`config.mk`:
```
export PLATFORM = sky130hd
export DESIGN_NAME = mul_req_master
export DESIGN_NICKNAME = d
export VERILOG_FILES = /design/src/rtl/mul_req_master.sv
export SDC_FILE = /design/constraint.sdc
export NUM_CORES = 1
export LEC_CHECK = 0
export CORE_ASPECT_RATIO = 0.6
export CORE_MARGIN = 1
export CORE_UTILIZATION = 45
export CTS_CLUSTER_SIZE = 12
export DETAILED_ROUTE_END_ITERATION = 10
export MAX_ROUTING_LAYER = met4
export PLACE_DENSITY = 0.72
export REMOVE_ABC_BUFFERS = 1
export SETUP_SLACK_MARGIN = 0.5
export SKIP_CTS_REPAIR_TIMING = 1
export SLEW_MARGIN = 40
export SYNTH_ARGS = -nofsm -noshare
export SYNTH_HDL_FRONTEND = slang
export SYNTH_SLANG_ARGS = --single-unit
```
`constraint.sdc`:
```
create_clock -name clk -period 1.62 [get_ports clk]
set_input_delay 0.324 -clock clk [delete_from_list [all_inputs] [get_ports clk]]
set_output_delay 0.324 -clock clk [all_outputs]
set_load 0.01 [all_outputs]
```
`src/rtl/mul_req_master.sv`:
```
// mul_req_master: feeds operand pairs to the sequential multiplier (seq_mul).
//   Operand pairs arrive on a valid/ready port and are buffered in a FIFO.
//   The FSM pops one pair at a time and drives it out on req/req_data.
//   It waits for ack/ack_data, then returns the product as a one-cycle res_valid pulse.
//   Completed operations are counted in done_cnt.
//   err is set sticky on an ack timeout or on an ack that arrives while no request is pending.
// Ports:
//   clk, rst                 clock (posedge) and async active-high reset
//   in_valid/in_ready/in_op* operand source handshake
//   req/req_data/ack/ack_data  request/ack link to seq_mul
//   res_valid/res_data       product pulse and held product
//   done_cnt, err            completion counter and sticky fault flag
module mul_req_master #(
  parameter int DW    = 4,
  parameter int DEPTH = 4,
  parameter int TMO   = 64,
  parameter int CW    = 16
) (
  input  logic            clk,
  input  logic            rst,
  input  logic            in_valid,
  output logic            in_ready,
  input  logic [DW-1:0]   in_op1,
  input  logic [DW-1:0]   in_op2,
  output logic            req,
  output logic [2*DW-1:0] req_data,
  input  logic            ack,
  input  logic [2*DW-1:0] ack_data,
  output logic            res_valid,
  output logic [2*DW-1:0] res_data,
  output logic [CW-1:0]   done_cnt,
  output logic            err
);

  localparam int AW = $clog2(DEPTH);
  localparam int TW = (TMO > 1) ? $clog2(TMO) : 1;

  typedef struct packed {
    logic [DW-1:0] op1;
    logic [DW-1:0] op2;
  } pair_t;

  typedef enum logic [1:0] {IDLE, REQ, ERR} state_t;

  // FIFO: pointers carry one extra wrap bit so full and empty can be told apart
  pair_t       mem [DEPTH];
  logic [AW:0] wr_ptr, rd_ptr;
  logic        full, empty, push, pop;
  pair_t       head;

  assign full     = (wr_ptr[AW] != rd_ptr[AW]) && (wr_ptr[AW-1:0] == rd_ptr[AW-1:0]);
  assign empty    = (wr_ptr == rd_ptr);
  assign in_ready = !full;          // no pass-through: a same-cycle pop does not free a slot
  assign push     = in_valid && in_ready;
  assign head     = mem[rd_ptr[AW-1:0]];

  always_ff @(posedge clk) begin
    if (push) mem[wr_ptr[AW-1:0]] <= '{op1: in_op1, op2: in_op2};
  end

  always_ff @(posedge clk or posedge rst) begin
    if (rst) begin
      wr_ptr <= '0;
      rd_ptr <= '0;
    end else begin
      if (push) wr_ptr <= wr_ptr + 1'b1;
      if (pop)  rd_ptr <= rd_ptr + 1'b1;
    end
  end

  // FSM and registered outputs
  state_t          state, state_d;
  logic [TW-1:0]   tmo, tmo_d;
  logic            tmo_hit;
  logic            req_d, res_valid_d, err_d;
  logic [2*DW-1:0] req_data_d, res_data_d;
  logic [CW-1:0]   done_d;

  assign tmo_hit = (tmo == TW'(TMO - 1));

  always_ff @(posedge clk or posedge rst) begin
    if (rst) begin
      state     <= IDLE;
      tmo       <= '0;
      req       <= 1'b0;
      req_data  <= '0;
      res_valid <= 1'b0;
      res_data  <= '0;
      done_cnt  <= '0;
      err       <= 1'b0;
    end else begin
      state     <= state_d;
      tmo       <= tmo_d;
      req       <= req_d;
      req_data  <= req_data_d;
      res_valid <= res_valid_d;
      res_data  <= res_data_d;
      done_cnt  <= done_d;
      err       <= err_d;
    end
  end

  always_comb begin
    state_d = state;
    case (state)
      IDLE: begin
        // an ack with nothing outstanding is a fault and takes priority over issuing
        if (ack)         state_d = ERR;
        else if (!empty) state_d = REQ;
      end
      REQ: begin
        if (ack) begin
          if (empty) state_d = IDLE;
        end else if (tmo_hit) begin
          state_d = ERR;
        end
      end
      default: state_d = ERR;
    endcase
  end

  always_comb begin
    pop         = 1'b0;
    tmo_d       = tmo;
    req_d       = req;
    req_data_d  = req_data;
    res_valid_d = 1'b0;
    res_data_d  = res_data;
    done_d      = done_cnt;
    err_d       = err;
    case (state)
      IDLE: begin
        if (ack) begin
          err_d = 1'b1;
        end else if (!empty) begin
          pop        = 1'b1;
          req_d      = 1'b1;
          req_data_d = head;
          tmo_d      = '0;
        end
      end
      REQ: begin
        if (ack) begin
          res_valid_d = 1'b1;
          res_data_d  = ack_data;
          done_d      = done_cnt + 1'b1;
          if (!empty) begin
            // back-to-back: req stays high and the next operand replaces the acked one
            pop        = 1'b1;
            req_data_d = head;
            tmo_d      = '0;
          end else begin
            req_d      = 1'b0;
            req_data_d = '0;
          end
        end else if (tmo_hit) begin
          // the in-flight operand is dropped
          err_d      = 1'b1;
          req_d      = 1'b0;
          req_data_d = '0;
        end else begin
          tmo_d = tmo + 1'b1;
        end
      end
      default: begin
        req_d      = 1'b0;
        req_data_d = '0;
      end
    endcase
  end

endmodule
```
Word level (Yosys, flattened, before mapping)
Memory sizes are Yosys's and may differ from the RTL's.
Index checks and enable logic that the tools add are counted.
{ "word_totals": {"out_inout_bits": 36, "mem_bits_rw": 32, "input_bits": 20, "register_bits": 49, "word_cells": 75, "memories": 1} }
{ "classes": {"n_reduce_logical": 11, "eq_ne": 14, "mux": 35, "addsub": 4} }
{ "memory_table": {"columns": ["memory", "words", "word_bits", "rd", "rd_ports_with_merged_regs", "wr", "line", "text"], "rows": [
  ["mem", 4, 8, 1, 0, 1, "46", "pair_t mem [DEPTH];"]
]} }
{ "ops": {"columns": ["operator", "count"], "rows": [
  ["$mux 8", 5],
  ["$mux 6", 4],
  ["$add 16x1->16 const B", 1],
  ["$pmux 8 s2", 1],
  ["$mux 1", 15],
  ["$ne 3x3->1 const B", 4],
  ["$pmux 6 s2", 1],
  ["$mux 2", 5],
  ["$ne 2x2->1 const B", 5],
  ["$reduce_and 3->1", 3],
  ["$reduce_and 4->1", 2],
  ["$add 3x1->3 const B", 2],
  ["$add 6x1->6 const B", 1],
  ["$eq 6x6->1 const B", 1],
  ["$pmux 1 s2", 3],
  ["$pmux 2 s2", 1],
  ["$eq 3x3->1", 1],
  ["$eq 2x1->1 const B", 1],
  ["$eq 2x2->1", 1],
  ["$logic_and 1x1->1", 2],
  ["$logic_not 2->1", 1],
  ["$reduce_and 2->1", 1],
  ["$reduce_bool 2->1", 1],
  ["$logic_not 1->1", 1],
  ["$ne 1x1->1", 1]
]} }

Depth between registers and ports, before layout
Gate-level depths: netlist of run 1.
{ "logic_depth": {"depth_word": 6, "mapped_depth": 6, "mapped_depth_nobuf": 5} }

Worst setup path before layout of run 1
OpenSTA, ideal clock, no wires.
{ "synth_timing": {"path_kind": "flip-flop to flip-flop", "startpoint": "register rd_ptr[0]", "endpoint": "memory mem[3][0] in the netlist's numbering, enable pin", "period_less_slack_ns": 1.649, "slack_ns": -0.029, "stages_incl_launch_ff": 5, "arrival_ns": 1.310, "cell_sequence": "dfrtp_1 > buf_6 > xnor2_4 > a31oi_2 > and2_1"} }
{ "synth_between": {"elab_chain_cells": 6} }
{ "synth_lines": {"columns": ["item", "line", "text"], "rows": [
  ["start: declaration", "47", "logic [AW:0] wr_ptr, rd_ptr;"],
  ["start signal: assignment", "67", "if (pop) rd_ptr <= rd_ptr + 1'b1;"],
  ["$eq 2x2->1", "51", "assign full = (wr_ptr[AW] != rd_ptr[AW]) && (wr_ptr[AW-1:0] == rd_ptr[AW-1:0]);"],
  ["$logic_and 1x1->1", "51", null],
  ["$logic_not 1->1", "53", "assign in_ready = !full;"],
  ["$logic_and 1x1->1", "54", "assign push = in_valid && in_ready;"],
  ["$mux 1", "58", "if (push) mem[wr_ptr[AW-1:0]] <= '{op1: in_op1, op2: in_op2};"],
  ["$mux 1 (not written as such)", "58", null],
  ["end: declaration", "46", null]
]} }
No other way between the ends.

Final worst setup path of run 1
{ "layout_timing": {"startpoint": "register rd_ptr[0]", "endpoint": "register tmo[1]"} }
{ "layout_between": {"elab_chain_cells": 4, "elab_cells_between_ends": 5, "cone_classes": "1 x eq/ne; 4 x mux"} }
{ "layout_lines": {"columns": ["item", "line", "text"], "rows": [
  ["$eq 3x3->1 (*)", "52", "assign empty = (wr_ptr == rd_ptr);"],
  ["$mux 6 (*)", null, null],
  ["$mux 6, on equally long branches", null, null],
  ["$pmux 6 s2 (*)", null, null],
  ["end signal: assignment", "93", "tmo <= tmo_d;"],
  ["end: declaration", "73", "logic [TW-1:0] tmo, tmo_d;"]
]} }
Every way passes the cells marked *; elsewhere a longest branch is shown, timed or not. The select of a mux whose other input is x is not followed.
A chain may end at the register's enable or synchronous reset.

==> results by group, run 1 <==
Synth
  – Syn Area/Cell: 13.6 sq um
  – Register area share after synthesis: 62.0%
  – Number of flops mapped to enable cells by yosys: 32
  – Post-synth ARST share: 60.5%
  – Post-synthesis cell type count: 47
  – Post-synth top area cell: dfrtp_1
  – Synth Instances: 259
  – Main area contributors after synthesis: dfrtp_1 35%, edfxtp_1 27%, mux4_2 5.1%
  – Synth warnings: 0
  – Post-Syn Area: 0.00353 sq mm
  – #FFs+latches synth: 81
  – Most used DFF post-synth: dfrtp_1
  – Synth top area share: 34.8%

Routing
  – Initial DRC count: 190
  – DRC: 0
  – Via count: 2,617
  – Vias per cell: 5.13
  – DR pass1 iterations: 4
  – Number of nets still failing antenna checks after routing: 0
  – Routed WL: 9330 um
  – Routed len/inst: 18.3 um

STA
  – PnR worst setup slack: -0.0811 ns
  – Slew Viols, Final: 0
  – Final worst-path cycle share: 105%
  – Min cycle time layout: 1.70 ns
  – RSZ-0062 raised after global routing: true
  – Fin. Hold Viols: 0
  – Slew @ Worst Pin: 0.397 ns
  – Slew HR: 73.4%
  – Fmax: 588 MHz
  – # setup viols final: 49
  – Clock skew: 0.00728 ns
  – Total negative slack: -2.90 ns

Placed design
  – Dpl ws: -0.340 ns
  – Placed insts: 444
  – PortBufs: 55
  – Dpl hpwl: 5030 um
  – GPL Wtd Cong: 0.822

Die
  – Core area: 0.00742 sq mm
  – Die X-Extent: 116 um
  – FP Rows: 24
  – Die area: 0.00820 sq mm
  – Die H: 70.6 um
  – Io pins: 56
  – Initial core utilization: 47.5%

Global route
  – Overflow after GRT: 0
  – Pin count of the biggest net entering global routing: 50
  – Initial antenna violation count: 0
  – Vias in the first global route: 2,328
  – Tot GR Track Use: 20.4%
  – Global-route wire length before repair: 11,900 um

Status
  – Failing checks: setup timing
  – Run status: finished with violations

Power
  – Tot Pwr: 5850 uW
  – Pwr/cell area: 1060 mW/mm^2
  – Pleak: 0.00259 uW
  – Worst vdd ir: 1020 uV

Critical path
  – Crit path max fanout: 3
  – Worst path arrival time: 1.93 ns
  – Worst r2r src: rd_ptr[0]$_DFFE_PP0P_
  – Worst EP required: 1.85 ns
  – Critical Path End Type: flip-flop
  – CP startpoint: rd_ptr[0]$_DFFE_PP0P_
  – Critical path class: reg2reg
  – Startpoint types: flip-flop

Clock tree
  – CTS tree: built
  – Clock slew at reported path FFs: 0.06 ns
  – Root Buffer: clkbuf_16
  – H-tree lvl count: 3
  – Worst skew pair latency: 0.34 ns
  – Longest Clk Path Bufs: 2
  – CTS buffer count: 9
  – Clock sink count: 81

Job
  – MaxCap Viol Count: 0

Layout
  – Most frequent cells in the layout: 55 x buf_4, 37 x dfrtp_1, 33 x buf_6, 32 x edfxtp_1, 23 x buf_2
  – # nets final: 428
  – Leading cell type in the layout, fill and taps excluded: buf_4
  – Layout cell share with drive strength beyond 1: 53.2%
  – Diodes inserted: 0
  – Non-filler cells, final: 510
  – P&R area growth vs syn: 55.7%

Worst hold path
  – Hold Crit Class: in2async
## final timing paths
path	to	slack (ns)	depth (start not counted)
setup / recovery	tmo[1]$_DFFE_PP0P_	-0.08	6
hold / removal	done_cnt[15]$_DFFE_PP0P_	0.35	3
min in group clk	err$_DFFE_PP0P_	0.46	1
setup reg to reg	tmo[1]$_DFFE_PP0P_	-0.08	6
max in group asynchronous	wr_ptr[2]$_DFFE_PP0P_	1.03	3
hold reg to reg	err$_DFFE_PP0P_	0.46	1
## where the power goes
part	total, uW	internal [uW]	switching [uW]
sequential	2480	2360	116
combinational	1270	681	587
clock	2100	1340	760
total	5850	4380	1460
## routing by layer
metal  GRT usage [%]  vias to the layer above  wire [um]
met3            5.74                       26        468
li1                -                     1200          -
met5               -                        -          0
met1            29.4                     1302       3990
met2            27.2                       89       4630
met4            7.83                        0        241
## state kept, by name (all words and copies together), names as in the netlist
register,count
done_cnt,16
err,1
mem,32
rd_ptr,3
req,1
req_data,8
res_data,8
res_valid,1
state,2
tmo,6
wr_ptr,3
## stage by stage
stage	cell area [sq um]	hold WS, ns	util [%]
2_1_floorplan	3470	0.423	-
3_3_place_gp	4490	0.443	60.5
3_5_place_dp	4490	0.452	60.5
4_1_cts	4800	0.360	64.7
5_1_grt	5490	0.392	74.0
6_report	5490	0.352	74.0
## cell families (layout without fill, tap and decap cells)
group	after synthesis	in the layout	share of synthesized area [%]
DFF	81	81	62.0
and+or+nand+nor	77	77	11.2
AOI/OAI and AO/OA	30	30	6.99
buffers and inverters	27	174	3.69
xor gates and xnor gates	26	26	7.52
muxes	11	11	6.03
adders and majority gates	7	7	2.48
## critical path: stages, from the launching register on
cell and delay (ns):
dfrtp_2 0.46, xnor2_4 0.18, buf_6 0.13, buf_6 0.11
and3_1 0.17, o31a_1 0.28, mux2_2 0.26
## area by class of cell
type                            count  area (sq um)
Sequential cell                    81          2200
Clock buffer                       12           236
Clock inverter                      4          68.8
Tap cell                          104           130
Inverter                           19          76.3
Fill cell                         450          1930
Timing Repair Buffer              139          1250
Multi-Input combinational cell    151          1520
## Yosys cell counts (3+ instances only)
cell type,number
nand2_1,39
buf_6,3
xor2_1,8
dfrtp_1,49
nor2_1,5
and2_1,4
and3_1,3
o2bb2ai_1,8
edfxtp_1,32
nand3_1,9
mux4_2,8
o21ai_0,4
nand4_1,4
a21oi_1,3
nand2b_1,3
xnor2_1,16
inv_1,19
ha_1,7
Note: power is estimated with default switching activity, not from simulation.
==> run 2, diff against run 1 <==
--- a/config.mk
+++ b/config.mk
@@ -5,6 +5,7 @@
 export SDC_FILE = /design/constraint.sdc
 export NUM_CORES = 1
 export LEC_CHECK = 0
+export CAP_MARGIN = 20
 export CORE_ASPECT_RATIO = 0.6
 export CORE_MARGIN = 1
 export CORE_UTILIZATION = 45
==> results of run 2 <==
The final DEF is identical to that of run 1; final timing and power are the same.
